File: config.mk
export PLATFORM = sky130hd
export DESIGN_NAME = bsg_fsb_node_ls_ctrl
export DESIGN_NICKNAME = d
export VERILOG_FILES = /design/src/rtl/bsg_fsb_node_ls_ctrl.sv
export SDC_FILE = /design/constraint.sdc
export NUM_CORES = 1
export LEC_CHECK = 0
export CORE_ASPECT_RATIO = 1.25
export CORE_MARGIN = 3
export CORE_UTILIZATION = 55
export DETAILED_ROUTE_END_ITERATION = 6
export PLACE_DENSITY = 0.78
export SLEW_MARGIN = 15
export SYNTH_ARGS = -nofsm -noshare
export SYNTH_HDL_FRONTEND = slang
export SYNTH_SLANG_ARGS = --single-unit
export TNS_END_PERCENT = 50
File: constraint.sdc
create_clock -name clk_i -period 2.45 [get_ports clk_i]
set_input_delay 0.49 -clock clk_i [delete_from_list [all_inputs] [get_ports clk_i]]
set_output_delay 0.49 -clock clk_i [all_outputs]
set_load 0.05 [all_outputs]
File: src/rtl/bsg_fsb_node_ls_ctrl.sv
// Power-domain sequencer for one switchable FSB node.
// Owns the node supply switch, the level-shifter/isolation enable and the node-domain reset.
// In-flight traffic is drained before isolating, and node reset is released only after
// isolation has been lifted on a stable supply.
//
// Ports:
//   clk_i, reset_i     always-on clock, synchronous active-high reset
//   pwr_on_req_i       level request to power the node up
//   pwr_off_req_i      level request to power the node down (wins over on-request in ON)
//   pwr_good_i         node supply stable
//   n2f_v_i, f2n_v_i   boundary valids, observed on the FSB side
//   pwr_sw_en_o        node power switch enable
//   en_ls_o            level-shifter enable (0 = isolated)
//   node_reset_o       node-domain reset, active-high
//   on_o               node powered, unisolated and out of reset
//   busy_o             transition in progress
//   timeout_o          sticky: drain timed out and isolation was forced
//   fault_o            sticky: supply dropped while the node was live
module bsg_fsb_node_ls_ctrl #(
  parameter int unsigned reset_cycles_p  = 8,
  parameter int unsigned idle_cycles_p   = 4,
  parameter int unsigned drain_timeout_p = 64
) (
  input  logic clk_i,
  input  logic reset_i,
  input  logic pwr_on_req_i,
  input  logic pwr_off_req_i,
  input  logic pwr_good_i,
  input  logic n2f_v_i,
  input  logic f2n_v_i,
  output logic pwr_sw_en_o,
  output logic en_ls_o,
  output logic node_reset_o,
  output logic on_o,
  output logic busy_o,
  output logic timeout_o,
  output logic fault_o
);

  localparam int unsigned RstW  = $clog2(reset_cycles_p) + 1;
  localparam int unsigned IdleW = $clog2(idle_cycles_p) + 1;
  localparam int unsigned ToW   = $clog2(drain_timeout_p) + 1;

  localparam logic [RstW-1:0]  RstMax  = RstW'(reset_cycles_p);
  localparam logic [IdleW-1:0] IdleMax = IdleW'(idle_cycles_p);
  localparam logic [ToW-1:0]   ToMax   = ToW'(drain_timeout_p);

  typedef enum logic [2:0] {
    StOff,
    StPwrUp,
    StRelIso,
    StOn,
    StDrain,
    StIsolate,
    StPwrDn
  } state_e;

  state_e           state_q, state_d;
  logic [RstW-1:0]  rst_cnt_q, rst_cnt_d;
  logic [IdleW-1:0] idle_cnt_q, idle_cnt_d;
  logic [ToW-1:0]   to_cnt_q, to_cnt_d;
  logic             timeout_set, fault_set;

  logic sw_q, sw_d;
  logic en_q, en_d;
  logic nrst_q, nrst_d;
  logic on_q, on_d;
  logic busy_q, busy_d;
  logic timeout_q, fault_q;

  logic any_v;
  assign any_v = n2f_v_i | f2n_v_i;

  // Next-state and counter logic
  always_comb begin
    state_d     = state_q;
    rst_cnt_d   = rst_cnt_q;
    idle_cnt_d  = idle_cnt_q;
    to_cnt_d    = to_cnt_q;
    timeout_set = 1'b0;
    fault_set   = 1'b0;

    unique case (state_q)
      StOff: begin
        if (pwr_on_req_i) state_d = StPwrUp;
      end
      StPwrUp: begin
        if (pwr_good_i) begin
          state_d   = StRelIso;
          rst_cnt_d = '0;
        end
      end
      StRelIso: begin
        if (!pwr_good_i) begin
          state_d   = StIsolate;
          fault_set = 1'b1;
        end else if (rst_cnt_q == RstMax) begin
          state_d = StOn;
        end else begin
          rst_cnt_d = rst_cnt_q + 1'b1;
        end
      end
      StOn: begin
        if (!pwr_good_i) begin
          state_d   = StIsolate;
          fault_set = 1'b1;
        end else if (pwr_off_req_i) begin
          state_d    = StDrain;
          idle_cnt_d = '0;
          to_cnt_d   = '0;
        end
      end
      StDrain: begin
        if (!pwr_good_i) begin
          state_d   = StIsolate;
          fault_set = 1'b1;
        end else if (idle_cnt_q == IdleMax) begin
          state_d = StIsolate;
        end else if (to_cnt_q == ToMax) begin
          // Traffic never settled; isolate anyway rather than hold the node forever.
          state_d     = StIsolate;
          timeout_set = 1'b1;
        end else if (!pwr_off_req_i) begin
          state_d    = StOn;
          idle_cnt_d = '0;
          to_cnt_d   = '0;
        end else begin
          if (any_v) begin
            idle_cnt_d = '0;
          end else if (idle_cnt_q != IdleMax) begin
            idle_cnt_d = idle_cnt_q + 1'b1;
          end
          if (to_cnt_q != ToMax) to_cnt_d = to_cnt_q + 1'b1;
        end
      end
      StIsolate: begin
        state_d = StPwrDn;
      end
      StPwrDn: begin
        if (!pwr_good_i) state_d = StOff;
      end
      default: begin
        state_d = StOff;
      end
    endcase
  end

  // Outputs are decoded from the next state so they are registered yet aligned with state_q.
  always_comb begin
    sw_d   = 1'b0;
    en_d   = 1'b0;
    nrst_d = 1'b1;
    on_d   = 1'b0;
    busy_d = 1'b1;
    unique case (state_d)
      StOff: begin
        busy_d = 1'b0;
      end
      StPwrUp: begin
        sw_d = 1'b1;
      end
      StRelIso: begin
        sw_d = 1'b1;
        en_d = 1'b1;
      end
      StOn: begin
        sw_d   = 1'b1;
        en_d   = 1'b1;
        nrst_d = 1'b0;
        on_d   = 1'b1;
        busy_d = 1'b0;
      end
      StDrain: begin
        sw_d   = 1'b1;
        en_d   = 1'b1;
        nrst_d = 1'b0;
      end
      StIsolate: begin
        sw_d = 1'b1;
      end
      StPwrDn: begin
        sw_d = 1'b0;
      end
      default: begin
        busy_d = 1'b0;
      end
    endcase
  end

  always_ff @(posedge clk_i) begin
    if (reset_i) begin
      state_q    <= StOff;
      rst_cnt_q  <= '0;
      idle_cnt_q <= '0;
      to_cnt_q   <= '0;
      sw_q       <= 1'b0;
      en_q       <= 1'b0;
      nrst_q     <= 1'b1;
      on_q       <= 1'b0;
      busy_q     <= 1'b0;
      timeout_q  <= 1'b0;
      fault_q    <= 1'b0;
    end else begin
      state_q    <= state_d;
      rst_cnt_q  <= rst_cnt_d;
      idle_cnt_q <= idle_cnt_d;
      to_cnt_q   <= to_cnt_d;
      sw_q       <= sw_d;
      en_q       <= en_d;
      nrst_q     <= nrst_d;
      on_q       <= on_d;
      busy_q     <= busy_d;
      timeout_q  <= timeout_q | timeout_set;
      fault_q    <= fault_q | fault_set;
    end
  end

  assign pwr_sw_en_o  = sw_q;
  assign en_ls_o      = en_q;
  assign node_reset_o = nrst_q;
  assign on_o         = on_q;
  assign busy_o       = busy_q;
  assign timeout_o    = timeout_q;
  assign fault_o      = fault_q;

endmodule

==> results.txt, run 1 <==
The flow ran to the end, and the final reports show no timing, DRC or antenna violations. The cts-stage hold buffer count is 0. The number of different library cells used by synthesis comes to 46. The sequential-to-total area share from yosys stat came out at 36.1%. The number of antenna violations at the first check in global routing is 0. The chip width is 50.0 µm. The number of cells produced by synthesis came out at 156. Cells with a size suffix above 1 make up 11.6% of the layout. The critical path is of the input port to register type. The number of global-route vias before repair came to 1047. The site row count is 19.

The starting density of the core came out at 58.9%. The final number of hold-violating endpoints was 0. The cell depth of the worst hold path is 2. Of all cell types, the one taking the most synthesized area is dfxtp_1. The slowest library cell on the worst path is or4_1. The worst path required time came out at 2700 ps. Counting along the longest clock path gives a buffer depth of 2. The post-synthesis sequential element count is 24. Global routing finished with a remaining overflow of 0.

The final wirelength came out at 2640 µm. Summing internal, switching and leakage power gives 0.000846 W. The routed length per instance came out at 13.0 µm. The number of fillers in the final layout is 181. The setup slack at placement came out at 80.0 ps. The number of I/O port buffers is 13.

Static timing analysis puts the maximum clock frequency at 481 MHz. For this run, design rule violations remaining after detail routing come to 0. For this run, the detailed router's first-pass iteration total came to 4.

The overall die area came out at 3050 µm². The total count of max-transition violations in the final report came out at 0. By area the synthesized netlist is led by dfxtp_1 36%, a21oi_1 5.6%, ha_1 5.6%. The worst slew margin relative to its limit came out at 63.8%. The area of the core is 2260 µm².

The path class of the tightest hold or removal check is register to register. Traced cell by cell, the critical path runs through clkdlybuf4s50_1 -> and2b_1 -> nand4_1 -> a22o_1 -> or4_1 -> a21oi_1. The number of flops mapped to enable cells by yosys came out at 0. The final-layout setup total negative slack came out at 0 ps. The instance count on the critical path is 6. The number of H-tree levels came out at 1. The final worst-path cycle share came out at 84.8%.

The smallest clock period supported by the final layout is computed as 2080 ps. The post-CTS clock slew at the launch and capture registers of the worst setup and hold paths is 120 ps. The area share of the largest cell type after synthesis came out at 36.1%.

The met3 track demand over resource is 3.19%. The first-pass GRT wire length came out at 4490 µm. The number of instances resized during post-cts repair is 0.

Leaving out fill and tap cells, the most frequent cells in the layout are 24 x dfxtp_1, 15 x a21oi_1, 15 x nor2_1. The final setup slack of the worst path came out at 373 ps. The post-CTS setup buffer count is 0.

In the global route stage, met1 resource usage came out at 22.0%. STA classifies the critical path endpoint as a register. The global routing usage summed across all routing layers came out at 19.3%.

Counting cells, the worst reg-to-reg path comes to 5. The root buffer cell chosen for the clock tree is clkbuf_4. Entering global routing, the biggest net connects 15 pins. In this run the power density over the cells is 544 nW/µm². The detailed placer's ending HPWL came out at 2010 µm.

The detailed router placed 1141 vias in this run. The die height is 61.0 µm. The busiest layer in global routing is met2. In this design, the stage delay of the slowest critical-path cell is 530 ps. In this run the worst path has a maximum fanout of 8. The first-iteration detailed-routing DRC count came out at 30. The worst-case IR drop observed on VDD is 0.430 mV.

Broken down by cell family, the worst path's largest delay share belongs to simple AND/OR/NAND/NOR gates. The worst setup path is launched from an input port. After synthesis, the share of flip-flops with an asynchronous set or reset is 0%. The number of nets produced by synthesis came out at 169. For the final database, setup skew stands at 15.1 ps. The clock reaches the later pin of the worst-skew pair after 320 ps. Setup repair after global routing left no endpoint under its margin. The post-synthesis average cell area came out at 8.53 µm². For this design the top-level I/O count stands at 14. The clock buffer count from CTS came out at 3. The number of buffer and inverter stages on the critical path came out at 1.

The area growth from synthesis to layout came out at 16.9%. For the pin with the worst max-slew slack, the measured transition is 541 ps. The post-synth design cell area is 1330 µm².

In the routed layout, each cell is associated on average with a via count of 5.62. The total number of yosys warnings is 0. The final worst hold slack came out at 486 ps. Data on the critical path arrives at its endpoint at 2330 ps. The static leakage is 0.585 nW. In this run the remaining antenna-violating nets after routing total 0. The net total in the final layout is 186. The clock net sink count is 24. Global routing used 33.8% of the available met2 tracks. 0 antenna diodes ended up in the layout.

The primary flip-flop cell chosen by synthesis mapping is dfxtp_1. The TritonCTS clock tree is yes. The last weighted congestion value of the routability-driven placer is 0.809. The number of violations of the max-capacitance limit came out at 0. The most common cell after layout, fill and taps aside is dfxtp_1. The number of failing setup endpoints in the final timing report is 0.
path summary, 6_finish.rpt:
kind | from | end | slack, ps
worst max-delay path | pwr_good_i | to_cnt_q[5] | 370
worst min-delay path | fault_o | fault_o | 490
worst max register to register | state_q[2] | pwr_sw_en_o | 390
worst min register to register | fault_o | fault_o | 490
tightest hold or removal path: stages (launching register included):
cell	delay [ps]
dfxtp_1	350
nor2_1	50
nor2_1	70
report_power, final:
| group | switching [W] | internal (W) | leakage (nW) |
|---|---|---|---|
| Sequential | 0.0000158 | 0.000404 | 0.195 |
| Combinational | 0.0000847 | 0.0000597 | 0.362 |
| Clock | 0.000117 | 0.000166 | 0.0279 |
cell families (layout without fill, tap and decap cells):
kind of cell / count (synthesis) / count (layout) / synth area share [%]
AOI/OAI and AO/OA: 41 / 41 / 21.5
xor gates and xnor gates: 4 / 4 / 2.63
adders and majority gates: 6 / 6 / 5.64
buffers and inverters: 16 / 32 / 5.64
DFF: 24 / 24 / 36.1
and+or+nand+nor: 65 / 65 / 28.4
area by class of cell:
type	count	area [µm²]	area share, %
clock buffer	3	22.5	1.45
clock inverter	1	30.0	1.93
sequential	24	480	30.9
tap	31	38.8	2.49
multi-input combinational	116	774	49.8
timing repair buffer	19	175	11.3
inverter	9	33.8	2.17
sequential cells by signal, indices dropped and copies added (netlist names):
name          count
rst_cnt_q         4
timeout_o         1
state_q           3
pwr_sw_en_o       1
idle_cnt_q        3
on_o              1
node_reset_o      1
en_ls_o           1
to_cnt_q          7
busy_o            1
fault_o           1
stage by stage:
stage	area, µm²	utilization (%)	instances
floorplan	1330	-	156
global placement	1500	66.5	199
detailed placement	1500	66.5	199
CTS	1560	68.9	203
global route	1560	68.9	203
finish	1560	68.9	203
layer usage:
layer | vias to the layer above | wire (µm)
li1 | 584 | -
met1 | 533 | 1230
met4 | 0 | 55
met2 | 18 | 1290
met3 | 6 | 66
met5 | - | 0
cell usage after synthesis, drive strengths merged (2+ instances only):
library cell  instances
nor2                 16
nor3                  3
ha                    6
o21ai                 6
nand3b                2
nand2b                2
a21o                  5
o31ai                 3
and3                  2
nor3b                 2
buf                   5
dfxtp                24
inv                   9
or4                   4
o221ai                2
clkbuf                2
xnor2                 4
nand4                 2
o2bb2ai               2
nor2b                 6
a21oi                15
nand3                 6
nand4b                2
nand2                14
(Power assumes the default switching activity.)
==> inputs of run 2 (changes only) <==
- CORE_UTILIZATION: 55 -> 50
- PLACE_DENSITY: 0.78 -> 0.75
- clock period: 2.45 -> 1.7 ns (I/O delays scaled with it)
==> run 2 against run 1 <==
The run now ends with setup timing left. Register-to-register slack worse by 480 ps. Routed wire length is 48% higher. Clock skew is 9.9 ps lower. Hold slack better by 13 ps. Cell area is 25% higher. Combinational power is 100% higher.
==> results.txt, run 2 (synthesis results as in run 1) <==
The combinational power share is 22.4% (was 17.1%). The first-pass GRT wire length is 6610 µm (was 4490 µm). The area of the core came out at 2480 µm² (was 2260 µm²). The largest net degree at the start of global routing is 15 (unchanged). For this run, the top clock speed supported by timing is 558 MHz. The clock buffer count from CTS is 3 (unchanged). The final wirelength came out at 3930 µm (was 2640 µm). The total count of max-transition violations in the final report is 0 (unchanged). The static leakage was 0.783 nW (was 0.585 nW). The via count is 1420 (was 1141).

The global-route congestion overflow total is 0 (unchanged). The number of I/O port buffers came to 13 (unchanged). The root buffer cell is clkbuf_4 (unchanged). The first-iteration detailed-routing DRC count is 47 (was 30). Registers with the most flip-flops: to_cnt_q x7, rst_cnt_q x4 (unchanged). The critical path launch point type is a register (was input port). The global routing usage summed across all routing layers came to 26.1% (was 19.3%). The net total in the final layout came out at 216 (was 186). The start-to-end type of the worst setup path is register to register (was input port to register). The delay contributed by the slowest stage of the critical path is 560 ps (was 530 ps). Cells traversed along the worst timing path: or4_4 -> nor2_4 -> o221ai_4 -> a2111oi_4 -> a21oi_1 (was clkdlybuf4s50_1 -> and2b_1 -> nand4_1 -> a22o_1 -> or4_1 -> a21oi_1).

The final worst-path cycle share is 105%. The cell count of the worst reg-to-reg path came out at 5 (unchanged). The slowest library cell on the worst path is or4_4 (was or4_1). The number of top-level pins is 14 (unchanged).

The TritonCTS clock tree is yes (unchanged). The launch point of the worst hold path was fault_o (unchanged). The maximum number of buffers from clock root to sink is 2 (unchanged). The critical path startpoint is to_cnt_q[2] (was pwr_good_i). The most common cell after layout, fill and taps aside is buf_4 (was dfxtp_1). The number of failing setup endpoints in the final timing report came out at 11 (was 0). The routed length per instance is 16.7 µm (was 13.0 µm). The startpoint of the worst-slack reg-to-reg timing path is to_cnt_q[2] (was state_q[2]). The worst slew margin relative to its limit is 77.9% (was 63.8%). The number of vias per cell after detailed routing was 6.04 (was 5.62). Result of the run: complete, but fails checks (was completed). The endpoint of the worst hold-timing path is fault_o (unchanged). The sequential fraction of design power came out at 45.6% (was 49.6%).

RSZ-0062 raised after global routing: yes (was no). The insertion delay of the later-clocked pin in the worst-skew pair is 320 ps (about the same). The combined area of the multi-input logic cells came out at 943 µm² (was 774 µm²). The clock share of power came to 32.0% (was 33.3%).

The total iterations of the first detailed-routing run came out at 6 (was 4). The number of global-route vias before repair is 1483 (was 1047). The clock net sink count is 24 (unchanged). The final worst hold slack was 500 ps (was 486 ps). The post-CTS clock slew at the launch and capture registers of the worst setup and hold paths is 140 ps (was 120 ps). The area taken by flip-flops and latches came out at 495 µm² (was 480 µm²).

The die height came out at 63.7 µm (was 61.0 µm). The capturing point of the worst reg2reg path was node_reset_o (was pwr_sw_en_o). The final number of hold-violating endpoints is 0 (unchanged). The detailed placer's ending HPWL is 2330 µm (was 2010 µm). The cell depth of the worst hold path is 2 (unchanged). Top library cells by usage in the layout, fill and taps aside: 41 x buf_4, 16 x dfxtp_1, 15 x nor2_1 (was 24 x dfxtp_1, 15 x a21oi_1, 15 x nor2_1). The worst path required time came out at 1920 ps (was 2700 ps). The number of H-tree levels is 1 (unchanged). The site row count is 20 (was 19). The fraction of layout instances using a drive strength above 1 is 43.1% (was 11.6%).

The worst reg-to-reg setup slack came out at -90 ps (was 390 ps). The switching power of the nets was 0.000361 W (was 0.000217 W). The register with the most flip-flops is to_cnt_q (unchanged). The biggest fanout along the worst timing path came out at 5 (was 8). The post-route DRC violation count is 0 (unchanged).

The number of fillers in the final layout is 162 (was 181). The slew at the pin closest to its max-slew limit is 331 ps (was 541 ps). The cell internal power dissipation is 0.000950 W (was 0.000629 W). The overall die area came out at 3320 µm² (was 3050 µm²). The chip width came out at 52.1 µm (was 50.0 µm). The number of violations of the max-capacitance limit came out at 0 (unchanged). The number of antenna violations at the first check in global routing is 0 (unchanged).

The setup slack at placement came out at -541 ps (was 80.0 ps). The arrival time at the worst endpoint came out at 2010 ps (was 2330 ps). The total power divided by cell area was 675 nW/µm² (was 544 nW/µm²). The worst clock skew on the final layout came out at 5.12 ps (was 15.1 ps). The number of nets still failing antenna checks after routing is 0 (unchanged). The starting density of the core is 53.7% (was 58.9%).

The maximum resistive drop on vdd came out at 0.609 mV (was 0.430 mV). The cts-stage hold buffer count is 0 (unchanged). The number of diodes added for antenna fixing is 0 (unchanged). The type of the tightest min-delay check is register to register (unchanged).

The flip-flop count of the largest register after layout came out at 7 (unchanged). The last weighted congestion value of the routability-driven placer was 0.866 (was 0.809). The area growth from synthesis to layout is 46.2% (was 16.9%).

The switching share of total power is 27.5% (was 25.7%). The shortest period the worst path allows is 1790 ps. The kind of end point of the critical path is a register (unchanged). The final setup slack of the worst path is -92.1 ps (was 373 ps). The final reports fail on setup timing.
run 2: cell count changes in the layout (fill, tap and decap cells not counted), moves of 2 or more:
cell	previous run	this run
a21oi_1	15	11
dfxtp_4	0	2
nand2_1	14	12
buf_4	6	41
dfxtp_2	0	6
dfxtp_1	24	16
a21oi_2	0	4
clkdlybuf4s50_1	13	5
ha_1	6	4
run 2: worst max-delay path by stage:
stage                         endpoint  slack [ps]  cells past startpoint
after detailed placement   to_cnt_q[6]        -540                      6
final                     node_reset_o         -90                      5
after global placement     to_cnt_q[6]        -470                      6
after CTS                  pwr_sw_en_o         -50                      5
after global routing      node_reset_o        -150                      5
after floorplan           node_reset_o           8                      5
run 2: final cells by class:
class / instances / share of cell area [%]
Clock buffer: 3 / 1.16
Clock inverter: 1 / 1.54
Multi-Input combinational cell: 117 / 48.5
Tap cell: 33 / 2.12
Timing Repair Buffer: 48 / 19.4
Inverter: 9 / 1.74
Sequential cell: 24 / 25.5
run 2: metal layers:
| metal | vias to the layer above | GRT usage (%) | share of wire, % |
|---|---|---|---|
| met5 | - | 0 | 0 |
| met4 | 0 | 14.7 | 5.3 |
| met3 | 27 | 4.96 | 4.5 |
| met2 | 60 | 46.1 | 53 |
| met1 | 679 | 28.0 | 38 |
| li1 | 654 | - | - |
run 2: stage by stage:
stage                     instances  instance area (µm²)  TNS [ps]  utilization (%)  total power [W]
final                           235                 1940      -466             78.5          0.00131
after global routing            235                 1940     -1370             78.5          0.00135
after CTS                       234                 1880      -202             75.8          0.00130
after detailed placement        224                 1670     -5350             67.4         0.000852
after global placement          224                 1670     -4740             67.4         0.000847
after floorplan                 156                 1350         0                -         0.000762
run 2: power by group through the flow:
stage	Combinational (W)	Sequential (W)	Clock [W]
floorplan	0.000117	0.000645	0
global placement	0.000238	0.000609	0
detailed placement	0.000243	0.000609	0
CTS	0.000276	0.000598	0.000427
global route	0.000311	0.000601	0.000442
finish	0.000294	0.000598	0.000420
run 2: worst max-delay path: cells and delay by family (launching register included):
kind	cells	cell delay (ps)
AOI/OAI and AO/OA	3	580
DFF	1	350
and+or+nand+nor	2	760
run 2: repair_timing:
| item | CTS | global route |
|---|---|---|
| resized for setup | 21 | 19 |
| endpoints found under the setup margin | 13 | 20 |
| buffers inserted | 5 | 1 |
| pin swaps | 15 | 4 |
| cloned | 1 | 0 |
